File: src/rtl/cpu_pkg.sv
// -----------------------------------------------------------------------------
// cpu_pkg
// Shared definitions for the CPU front end:
//   - default address / instruction widths and fetch-queue depth
//   - fetch FSM state encoding (S_BOOT, S_RUN, S_FLUSH)
//   - sat_inc16: saturating 16-bit increment used by the optional stall
//     counter in instr_fetch (FETCH_PERF_EN)
// No ports (package).
// -----------------------------------------------------------------------------
package cpu_pkg;

  localparam int ADDR_W_DEF      = 8;   // PC / ROM address width
  localparam int INSTR_W_DEF     = 15;  // opcode + 8-bit literal
  localparam int FETCH_DEPTH_DEF = 2;   // fetch-queue entries

  typedef enum logic [1:0] {
    S_BOOT  = 2'd0,  // one idle cycle after reset
    S_RUN   = 2'd1,  // normal issue
    S_FLUSH = 2'd2   // one cycle after a taken jump
  } fetch_state_e;

  function automatic logic [15:0] sat_inc16(input logic [15:0] v);
    return (v == 16'hFFFF) ? v : v + 16'd1;
  endfunction

endpackage

File: src/rtl/fetch_fifo.sv
// -----------------------------------------------------------------------------
// fetch_fifo
// DEPTH-entry queue of {instr, instr_pc} words between the ROM and the decoder.
// When empty, dout keeps showing the last head that was presented.
// Ports:
//   clk    in   rising-edge clock
//   reset  in   synchronous active-high reset (overrides clear/push/pop)
//   push   in   write din at the tail
//   pop    in   drop the head (caller only pops when count != 0)
//   clear  in   empty the queue; wins over push
//   din    in   WIDTH  entry to write
//   dout   out  WIDTH  head entry (last head when empty)
//   count  out  clog2(DEPTH)+1  number of stored entries
// DEPTH must be a power of two (pointers wrap by overflow).
// -----------------------------------------------------------------------------
module fetch_fifo #(
  parameter int WIDTH = 23,
  parameter int DEPTH = 2
) (
  input  logic                     clk,
  input  logic                     reset,
  input  logic                     push,
  input  logic                     pop,
  input  logic                     clear,
  input  logic [WIDTH-1:0]         din,
  output logic [WIDTH-1:0]         dout,
  output logic [$clog2(DEPTH):0]   count
);

  localparam int PTR_W = $clog2(DEPTH);
  localparam int CNT_W = PTR_W + 1;

  logic [WIDTH-1:0] mem [DEPTH];
  logic [PTR_W-1:0] wr_ptr;
  logic [PTR_W-1:0] rd_ptr;
  logic [WIDTH-1:0] hold_q;
  logic             not_empty;

  assign not_empty = (count != '0);
  assign dout      = not_empty ? mem[rd_ptr] : hold_q;

  // NOTE: the storage array has no reset; count/pointers define which words
  // are meaningful, so resetting the data would only cost flops.
  always_ff @(posedge clk) begin
    if (!reset && push && !clear) begin
      mem[wr_ptr] <= din;
    end
  end

  // NOTE: all sequential state uses <= so every register sees pre-edge values.
  always_ff @(posedge clk) begin
    if (reset) begin
      wr_ptr <= '0;
      rd_ptr <= '0;
      count  <= '0;
      hold_q <= '0;
    end else begin
      // Remember the presented head so it stays visible once the queue drains.
      if (not_empty) begin
        hold_q <= mem[rd_ptr];
      end
      if (clear) begin
        wr_ptr <= '0;
        rd_ptr <= '0;
        count  <= '0;
      end else begin
        if (push) wr_ptr <= wr_ptr + PTR_W'(1);
        if (pop)  rd_ptr <= rd_ptr + PTR_W'(1);
        unique case ({push, pop})
          2'b10:   count <= count + CNT_W'(1);
          2'b01:   count <= count - CNT_W'(1);
          default: count <= count;
        endcase
      end
    end
  end

endmodule

File: src/rtl/instr_fetch.sv
// -----------------------------------------------------------------------------
// instr_fetch
// Fetch stage between the PC and the control unit. Issues pc_in to a
// synchronous ROM (1-cycle latency), tags the returning word with its address,
// queues it in fetch_fifo and offers {instr, instr_pc} over valid/ready.
// Issue is gated so queued + in-flight words never exceed DEPTH; pc_hold tells
// the PC not to advance. flush (taken jump) drops queued and in-flight words.
// Ports:
//   clk          in   rising-edge clock
//   reset        in   synchronous active-high reset
//   pc_in        in   ADDR_W   address to fetch this cycle
//   flush        in   taken jump this cycle; discard older fetches
//   pc_hold      out  1 = PC must not advance
//   rom_en       out  ROM read strobe
//   rom_addr     out  ADDR_W   ROM address (= pc_in)
//   rom_rdata    in   INSTR_W  ROM data, valid the cycle after rom_en
//   instr        out  INSTR_W  head-of-queue instruction
//   instr_pc     out  ADDR_W   address of instr
//   instr_valid  out  instr/instr_pc valid
//   dec_ready    in   decoder accepts head when instr_valid & dec_ready
//   stall_cycles out  16       (only with FETCH_PERF_EN) saturating count of
//                              S_RUN cycles with pc_hold=1
// Build option: define FETCH_PERF_EN to add stall_cycles.
// -----------------------------------------------------------------------------
module instr_fetch
  import cpu_pkg::*;
#(
  parameter int ADDR_W  = ADDR_W_DEF,
  parameter int INSTR_W = INSTR_W_DEF,
  parameter int DEPTH   = FETCH_DEPTH_DEF
) (
  input  logic               clk,
  input  logic               reset,
  input  logic [ADDR_W-1:0]  pc_in,
  input  logic               flush,
  output logic               pc_hold,
  output logic               rom_en,
  output logic [ADDR_W-1:0]  rom_addr,
  input  logic [INSTR_W-1:0] rom_rdata,
  output logic [INSTR_W-1:0] instr,
  output logic [ADDR_W-1:0]  instr_pc,
  output logic               instr_valid,
`ifdef FETCH_PERF_EN
  output logic [15:0]        stall_cycles,
`endif
  input  logic               dec_ready
);

  localparam int CNT_W   = $clog2(DEPTH) + 1;
  localparam int ENTRY_W = INSTR_W + ADDR_W;
  localparam logic [CNT_W-1:0] DEPTH_C = CNT_W'(DEPTH);

  fetch_state_e       state_q, state_d;
  logic               inflight_q;
  logic [ADDR_W-1:0]  tag_q;
  logic [CNT_W-1:0]   count;
  logic [ENTRY_W-1:0] head;
  logic               room;
  logic               push;
  logic               pop;

  // Reserve a slot for the word already in flight so the queue cannot overflow
  // even if the decoder stalls while that word returns.
  assign room = (count + CNT_W'(inflight_q)) < DEPTH_C;

  always_comb begin
    // NOTE: defaults first so every path assigns every output (no latches).
    state_d = state_q;
    rom_en  = 1'b0;
    pc_hold = 1'b1;
    unique case (state_q)
      S_BOOT: begin
        state_d = S_RUN;
      end
      S_RUN: begin
        rom_en  = ~flush & room;
        pc_hold = ~rom_en;
        if (flush) state_d = S_FLUSH;
      end
      S_FLUSH: begin
        // PC loads the jump target now; nothing is issued this cycle.
        pc_hold = 1'b0;
        state_d = flush ? S_FLUSH : S_RUN;
      end
      default: begin
        state_d = S_BOOT;
      end
    endcase
  end

  always_ff @(posedge clk) begin
    if (reset) begin
      state_q    <= S_BOOT;
      inflight_q <= 1'b0;
      tag_q      <= '0;
    end else begin
      state_q    <= state_d;
      // rom_en is low in the flush cycle, so a flush also empties this slot.
      inflight_q <= rom_en;
      if (rom_en) tag_q <= pc_in;
    end
  end

  assign rom_addr    = pc_in;
  assign instr_valid = (count != '0);
  assign pop         = instr_valid & dec_ready;
  // A word returning during a flush is wrong-path: flush beats push.
  assign push        = inflight_q & ~flush & (state_q == S_RUN);

  fetch_fifo #(
    .WIDTH (ENTRY_W),
    .DEPTH (DEPTH)
  ) u_fifo (
    .clk   (clk),
    .reset (reset),
    .push  (push),
    .pop   (pop),
    .clear (flush),
    .din   ({rom_rdata, tag_q}),
    .dout  (head),
    .count (count)
  );

  assign {instr, instr_pc} = head;

`ifdef FETCH_PERF_EN
  always_ff @(posedge clk) begin
    if (reset) begin
      stall_cycles <= '0;
    end else if ((state_q == S_RUN) && pc_hold) begin
      stall_cycles <= sat_inc16(stall_cycles);
    end
  end
`endif

endmodule

File: config.mk
export PLATFORM = sky130hd
export DESIGN_NAME = instr_fetch
export DESIGN_NICKNAME = d
export VERILOG_FILES = /design/src/rtl/cpu_pkg.sv /design/src/rtl/fetch_fifo.sv /design/src/rtl/instr_fetch.sv
export SDC_FILE = /design/constraint.sdc
export NUM_CORES = 1
export LEC_CHECK = 0
export BUFFER_PORTS_ARGS = -buffer_cell sky130_fd_sc_hd__buf_2
export CORE_UTILIZATION = 55
export CTS_CLUSTER_SIZE = 40
export DETAILED_ROUTE_END_ITERATION = 6
export GPL_ROUTABILITY_DRIVEN = 0
export HOLD_SLACK_MARGIN = 0.15
export PLACE_DENSITY_LB_ADDON = 0.05
export SYNTH_ARGS = -nofsm -noshare
export SYNTH_HDL_FRONTEND = slang
export SYNTH_SLANG_ARGS = --single-unit
File: constraint.sdc
create_clock -name clk -period 4.18 [get_ports clk]
set_clock_uncertainty 0.15 [all_clocks]
set_input_delay 0.836 -clock clk [delete_from_list [all_inputs] [get_ports clk]]
set_output_delay 0.836 -clock clk [all_outputs]
set_load 0.02 [all_outputs]
==> qor.txt, run 1 <==
Setup crit start kind: flip-flop
Clock Root Buffer: clkbuf_8
Post-synth EDFFs: 46
Max Cap Violations: 0
Die area: 6330 um^2
Flops & latches, synth: 85
Ranking of synthesized cells by area: edfxtp_1 42%, dfxtp_1 24%, mux2i_1 9.4%
Initial antenna violation count: 0
Avg Cell Area, Syn: 13.0 um^2
Kind of critical path: reg -> out
CTS tree: done
Syn Nets: 283
Worst Setup End Kind: output port
Cell row count: 27
Final Hold Fails: 0
First-pass GRT wire length: 8490 um
Pleak: 1.37 nW
CTS HTree Levels: 3
Detail Route Antenna Nets: 0
Post-CTS Setup Repair Bufs: 0
Clk slew on worst S/H paths: 80 ps
Mapped Cells: 255
Core Box Area: 5640 um^2
WP data arrival: 2070 ps
Worst skew pair latency: 340 ps
Max frequency: 327 MHz
Async SR Flop Fraction: 0
Tot Pwr: 0.00153 W
DIE WIDTH: 79.5 um
Nets: 334
Via/cell ratio: 5.29
Hold buffer count at cts: 0
VDD IR max: 0.281 mV
Hold Worst Slack: 308 ps
Share of the synthesized area in the top cell type: 0.418
Worst endpoint required time: 3190 ps
Post_cts resized: 0
Fillers: 431
Port-buffer cells: 60
Post-synthesis cell area: 3310 um^2
Drc violations: 0
Top_reg_cell synth: edfxtp_1
Fraction of layout cells with a size suffix above 1: 0.277
Final-report setup violation count: 0
GRT overflow: 0
Post-DR wirelength/cell: 13.7 um
Drt first pass iters: 4
Die height: 79.5 um
YS warnings: 0
Top-count cell post-synth: edfxtp_1
Power Dens Cells: 403 nW/um^2
Total number of vias: 2,027
Tcrit/Tclk final: 0.731
Yosys cell types: 26
Routed wire length: 5260 um
Area grow syn2layout: 15.0%
Slew margin rel.: 0.437
Num CTS Buffers: 9
Status: finished, final reports clean
Setup_tns: 0 ps
Clk buf depth: 2
Largest area contributor in the netlist: edfxtp_1
Tmin final: 3060 ps
Max Slew Vio Count: 0
Worst slew pin tran: 845 ps
DRT iter0 DRCs: 97
Unrepaired setup endpoints after global routing: false
IO Count: 61
Clk sinks: 85
Largest net degree at the start of global routing: 50
DP HPWL: 3460 um
Vias in the first global route: 1,885
# diodes: 0
Synth cell count leaders: 46 x edfxtp_1, 39 x dfxtp_1, 31 x mux2i_1
GRT Total Usage: 0.183
Sequential cell area fraction in the yosys report: 0.654
CP max FO: 12
Hold Crit Class: reg -> reg
Starting density of the core: 0.586
[cell families after synthesis]
kind of cell             after synthesis  synth area share
flip-flops                            85             0.654
multiplexers                          31            0.0938
AO/OA/AOI/OAI                         52             0.105
XOR/XNOR                               5            0.0132
AND/OR/NAND/NOR                       52            0.0817
buffers and inverters                 28            0.0458
adder cells (fa/ha/maj)                2           0.00681
[report_power, final]
| group | internal (W) | switching [W] | total [W] |
|---|---|---|---|
| combinational | 0.0000299 | 0.0000425 | 0.0000724 |
| clock | 0.000292 | 0.000274 | 0.000566 |
| sequential | 0.000887 | 0.00000643 | 0.000893 |
[worst paths after layout]
kind | depth (start not counted) | end | slack, ps | startpoint
max reg2reg | 3 | u_fifo.mem[1][10] | 1990 | state_q[1]
max | 4 | instr[7] | 1120 | flip-flop
min reg2reg | 0 | u_fifo.mem[1][3] | 310 | tag_q[3]
min | 0 | u_fifo.mem[1][3] | 310 | tag_q[3]
[flip-flops by register name (all words and copies together), names as in the netlist, named ones only]
| register | flops |
|---|---|
| u_fifo.mem | 46 |
| u_fifo.hold_q | 23 |
| tag_q | 8 |
| state_q | 2 |
| u_fifo.count | 2 |
| inflight_q | 1 |
| u_fifo.rd_ptr | 1 |
| u_fifo.wr_ptr | 1 |
[metrics by stage]
stage / setup slack [ps] / instances / cell area (um^2) / util
after global routing: 965 / 383 / 3800 / 0.674
final: 1120 / 383 / 3800 / 0.674
after global placement: 1350 / 367 / 3610 / 0.640
after detailed placement: 1290 / 367 / 3610 / 0.640
after floorplan: 479 / 255 / 3310 / -
after CTS: 1080 / 383 / 3800 / 0.674
[metal layers]
layer  part of all wire  global-route usage
met5                  0                   0
met4              0.013               0.109
met3              0.045              0.0446
met2               0.48               0.300
met1               0.46               0.217
[worst max-delay path, cell delays in order, from the launching register on]
cell,delay [ps]
dfxtp_1,790
buf_4,370
mux2i_1,310
a21oi_1,100
buf_2,170
[layout by cell type (no fill, tap or decap), types with 3 or more instances in the layout]
cell      synthesis  layout
buf_2             7      60
buf_4             8       6
nor2_1           24      24
xor2_1            3       3
a211oi_1         24      24
a21oi_1          24      24
dfxtp_1          39      39
clkbuf_8          0      10
edfxtp_1         46      46
nor3_1            5       4
mux2i_1          31      31
nand2b_1         16      16
[area by class of cell]
class / instances / area, um^2 / share of cell area
multi-input combinational: 142 / 1000 / 0.264
clock inverter: 4 / 50.0 / 0.0132
inverter: 2 / 7.51 / 0.00197
timing repair buffer: 66 / 345 / 0.0908
tap: 72 / 90.1 / 0.0237
clock buffer: 12 / 145 / 0.0382
sequential: 85 / 2160 / 0.568
Note: power is estimated with default switching activity, not from simulation.
==> inputs of run 2 (changes only) <==
--- a/config.mk
+++ b/config.mk
@@ -5,6 +5,7 @@
 export SDC_FILE = /design/constraint.sdc
 export NUM_CORES = 1
 export LEC_CHECK = 0
+export ABC_AREA = 1
 export BUFFER_PORTS_ARGS = -buffer_cell sky130_fd_sc_hd__buf_2
 export CORE_UTILIZATION = 55
 export CTS_CLUSTER_SIZE = 40
==> constraint.sdc (replaced) <==
create_clock -name clk -period 3.09 [get_ports clk]
set_clock_uncertainty 0.15 [all_clocks]
set_input_delay 0.618 -clock clk [delete_from_list [all_inputs] [get_ports clk]]
set_output_delay 0.618 -clock clk [all_outputs]
set_load 0.02 [all_outputs]
==> qor.txt, run 2 <==
Top-count cell post-synth: nand2_1
Clock share of power: 0.365 (-0.004)
Worst endpoint required time: 2320 ps (-870 ps)
Share of the synthesized area in the top cell type: 0.405 (-0.0132)
Core Box Area: 5960 um^2 (+5.6%)
Reg2reg path depth: 6 (+3)
Setup crit start kind: flip-flop
Async SR Flop Fraction: 0 (unchanged)
Max reg flops: 46 (unchanged)
Final Hold Fails: 0 (unchanged)
Cell row count: 28 (+3.7%)
Clk sinks: 85 (unchanged)
Kind of critical path: reg -> out
Post-synthesis xor/xnor area fraction: 0 (-0.0132)
Hold buffer count at cts: 0 (unchanged)
Clock Root Buffer: clkbuf_8
Die height: 80.8 um (+1.6%)
Unrepaired setup endpoints after global routing: false
Hold Crit Class: in -> reg
IO Count: 61 (unchanged)
Vias in the first global route: 2,026 (+7.5%)
Largest net degree at the start of global routing: 47 (-6.0%)
Status: finished, final reports clean
Met2 WL: 2920 um (+16%)
Post-CTS Setup Repair Bufs: 0 (unchanged)
Post_cts resized: 0 (unchanged)
Mapped Cells: 355 (+39%)
Total number of vias: 2,459 (+21%)
Flop-to-flop setup slack: 1070 ps (-920 ps)
Worst Setup End Kind: output port
Synth Area in Simple Gates: 0.198 (+0.117)
Biggest regs: u_fifo.mem x46, u_fifo.hold_q x23, tag_q x8
Post-synthesis mux area share: 0 (-0.0938)
Max Slew Vio Count: 0 (unchanged)
CTS tree: done
Post-DR wirelength/cell: 12.6 um (-8.2%)
Initial antenna violation count: 0 (unchanged)
Hold Worst Slack: 308 ps (-0.367 ps)
Reg power frac: 0.590 (+0.007)
VDD IR max: 0.320 mV (+14%)
Tcrit/Tclk final: 0.784
YS warnings: 0 (unchanged)
Post-synthesis cell area: 3410 um^2 (+3.3%)
Fin cells: 489 (+28%)
Sequential cell area fraction in the yosys report: 0.633 (-0.0206)
Final-report setup violation count: 0 (unchanged)
Clk slew on worst S/H paths: 90 ps (about the same)
Nets: 437 (+31%)
Drc violations: 0 (unchanged)
Fillers: 496 (+15%)
Pleak: 1.73 nW (+26%)
Worst skew pair latency: 350 ps (about the same)
Area grow syn2layout: 14.7%
DIE WIDTH: 80.8 um (+1.6%)
Max frequency: 413 MHz
Terminus of the critical flop-to-flop path: u_fifo.mem[0][22]
Drt first pass iters: 4 (unchanged)
Syn Nets: 383 (+35%)
Avg Cell Area, Syn: 9.62 um^2 (-26%)
Commonest cells after routing, fill and taps aside: 83 x nand2_1, 60 x buf_2, 46 x edfxtp_1
Uppermost routed layer: met4
GRT overflow: 0 (unchanged)
Met3 WL: 359 um (+51%)
Ranking of synthesized cells by area: edfxtp_1 40%, dfxtp_1 23%, nand2_1 9.1%
Routed wire length: 6170 um (+17%)
WP data arrival: 1650 ps (-420 ps)
Pint: 0.00161 W (+33%)
Num CTS Buffers: 9 (unchanged)
Fraction of layout cells with a size suffix above 1: 0.225 (-0.0519)
Comb power frac: 0.045 (-0.002)
Yosys cell types: 25 (-3.8%)
Tmin final: 2420 ps
CTS HTree Levels: 3 (unchanged)
Detail Route Antenna Nets: 0 (unchanged)
Worst slew pin tran: 631 ps (-214 ps)
GRT Total Usage: 0.205 (+0.0219)
Port-buffer cells: 60 (unchanged)
First-pass GRT wire length: 9560 um (+13%)
Crit. Startpoint: u_fifo.count[0]
Reg2reg start: state_q[1]
Slew margin rel.: 0.579 (+0.143)
Largest family of logic cells by synthesized area: simple AND/OR/NAND/NOR gates
Largest area contributor in the netlist: edfxtp_1
Sw Share: 0.217 (+0.00605)
DRT iter0 DRCs: 161 (+66%)
Biggest register: u_fifo.mem
Starting density of the core: 0.573 (-0.0128)
# diodes: 0 (unchanged)
Top_reg_cell synth: edfxtp_1
Clk buf depth: 2 (unchanged)
Via/cell ratio: 5.03 (-5.0%)
Most common cell after layout, fill and taps aside: nand2_1
DP Cell Count: 473 (+29%)
CP max FO: 25 (+13)
Synth Area in Compound Gates: 0.0817 (-0.0231)
Power Dens Cells: 524 nW/um^2 (+30%)
DP HPWL: 3960 um (+15%)
Max Cap Violations: 0 (unchanged)
Net Sw Power: 0.000445 W (+38%)
Post-synth EDFFs: 46 (unchanged)
Flops & latches, synth: 85 (unchanged)
M1 wire length: 2850 um (+17%)
Die area: 6530 um^2 (+3.2%)
Setup crit end: instr_pc[6]
Synth cell count leaders: 83 x nand2_1, 46 x edfxtp_1, 39 x dfxtp_1, 39 x inv_1, 27 x a21oi_1
Synth Area in Adders: 0.00366 (-0.00315)
## run 2: cell count changes in the layout (fill, tap and decap cells not counted), sizes merged, moves of 9 or more
cell / before / now
a211oi: 24 / 0
inv: 2 / 41
mux2i: 31 / 0
nand2: 0 / 87
nand2b: 16 / 0
nand3: 1 / 24
nand4: 0 / 9
o21ai: 2 / 26
## run 2: worst min path at each step
stage / cells past startpoint / startpoint / to / slack, ps
4_1_cts: 1 / rom_rdata[6] / u_fifo.mem[1][14] / 290
3_5_place_dp: 0 / tag_q[3] / u_fifo.mem[1][3] / 300
5_1_grt: 1 / rom_rdata[5] / u_fifo.mem[1][13] / 290
6_report: 1 / rom_rdata[12] / u_fifo.mem[0][20] / 310
2_1_floorplan: 0 / tag_q[0] / u_fifo.mem[0][0] / 280
3_3_place_gp: 0 / tag_q[3] / u_fifo.mem[0][3] / 290
## run 2: final cells by class
class | count | area [um^2] | share of cell area
clock buffers | 10 | 128 | 0.0326
clock inverters | 6 | 63.8 | 0.0163
inverters | 41 | 154 | 0.0393
multi-input cells | 207 | 978 | 0.250
flip-flops and latches | 85 | 2160 | 0.552
well taps | 75 | 93.8 | 0.0240
repair buffers | 65 | 338 | 0.0862
## run 2: kinds of logic (layout without fill, tap and decap cells)
| logic type | count (synthesis) | after routing |
|---|---|---|
| DFF | 85 | 85 |
| and+or+nand+nor | 151 | 151 |
| AOI/OAI and AO/OA | 55 | 55 |
| adders and majority gates | 1 | 1 |
| buffers and inverters | 63 | 122 |
## run 2: metrics by stage
stage               total power [W]  area [um^2]  worst slack (ps)   util  TNS, ps
floorplan                   0.00130         3410              -118      -    -5430
global placement            0.00133         3730               868  0.626        0
detailed placement          0.00133         3730               812  0.626        0
CTS                         0.00207         3920               646  0.658        0
global route                0.00213         3920               541  0.658        0
finish                      0.00205         3920               669  0.658        0
## run 2: metal layers
layer | global-route usage | vias to the layer above
met1 | 0.268 | 1118
met5 | 0 | -
li1 | - | 1274
met3 | 0.0472 | 4
met2 | 0.323 | 63
met4 | 0.100 | 0
## run 2: worst max-delay path, cell delays in order, from the launching register on
cell and delay [ps]:
dfxtp_1 480, inv_2 160, nand2_4 270, nand2_1 110
nand2_1 110, buf_2 180
## run 2: power by group through the flow
stage,logic (W),clock network [W],registers (W)
floorplan,0.0000633,0,0.00123
global placement,0.0000914,0,0.00124
detailed placement,0.0000930,0,0.00124
CTS,0.0000933,0.000763,0.00121
global route,0.000104,0.000809,0.00121
finish,0.0000926,0.000750,0.00121
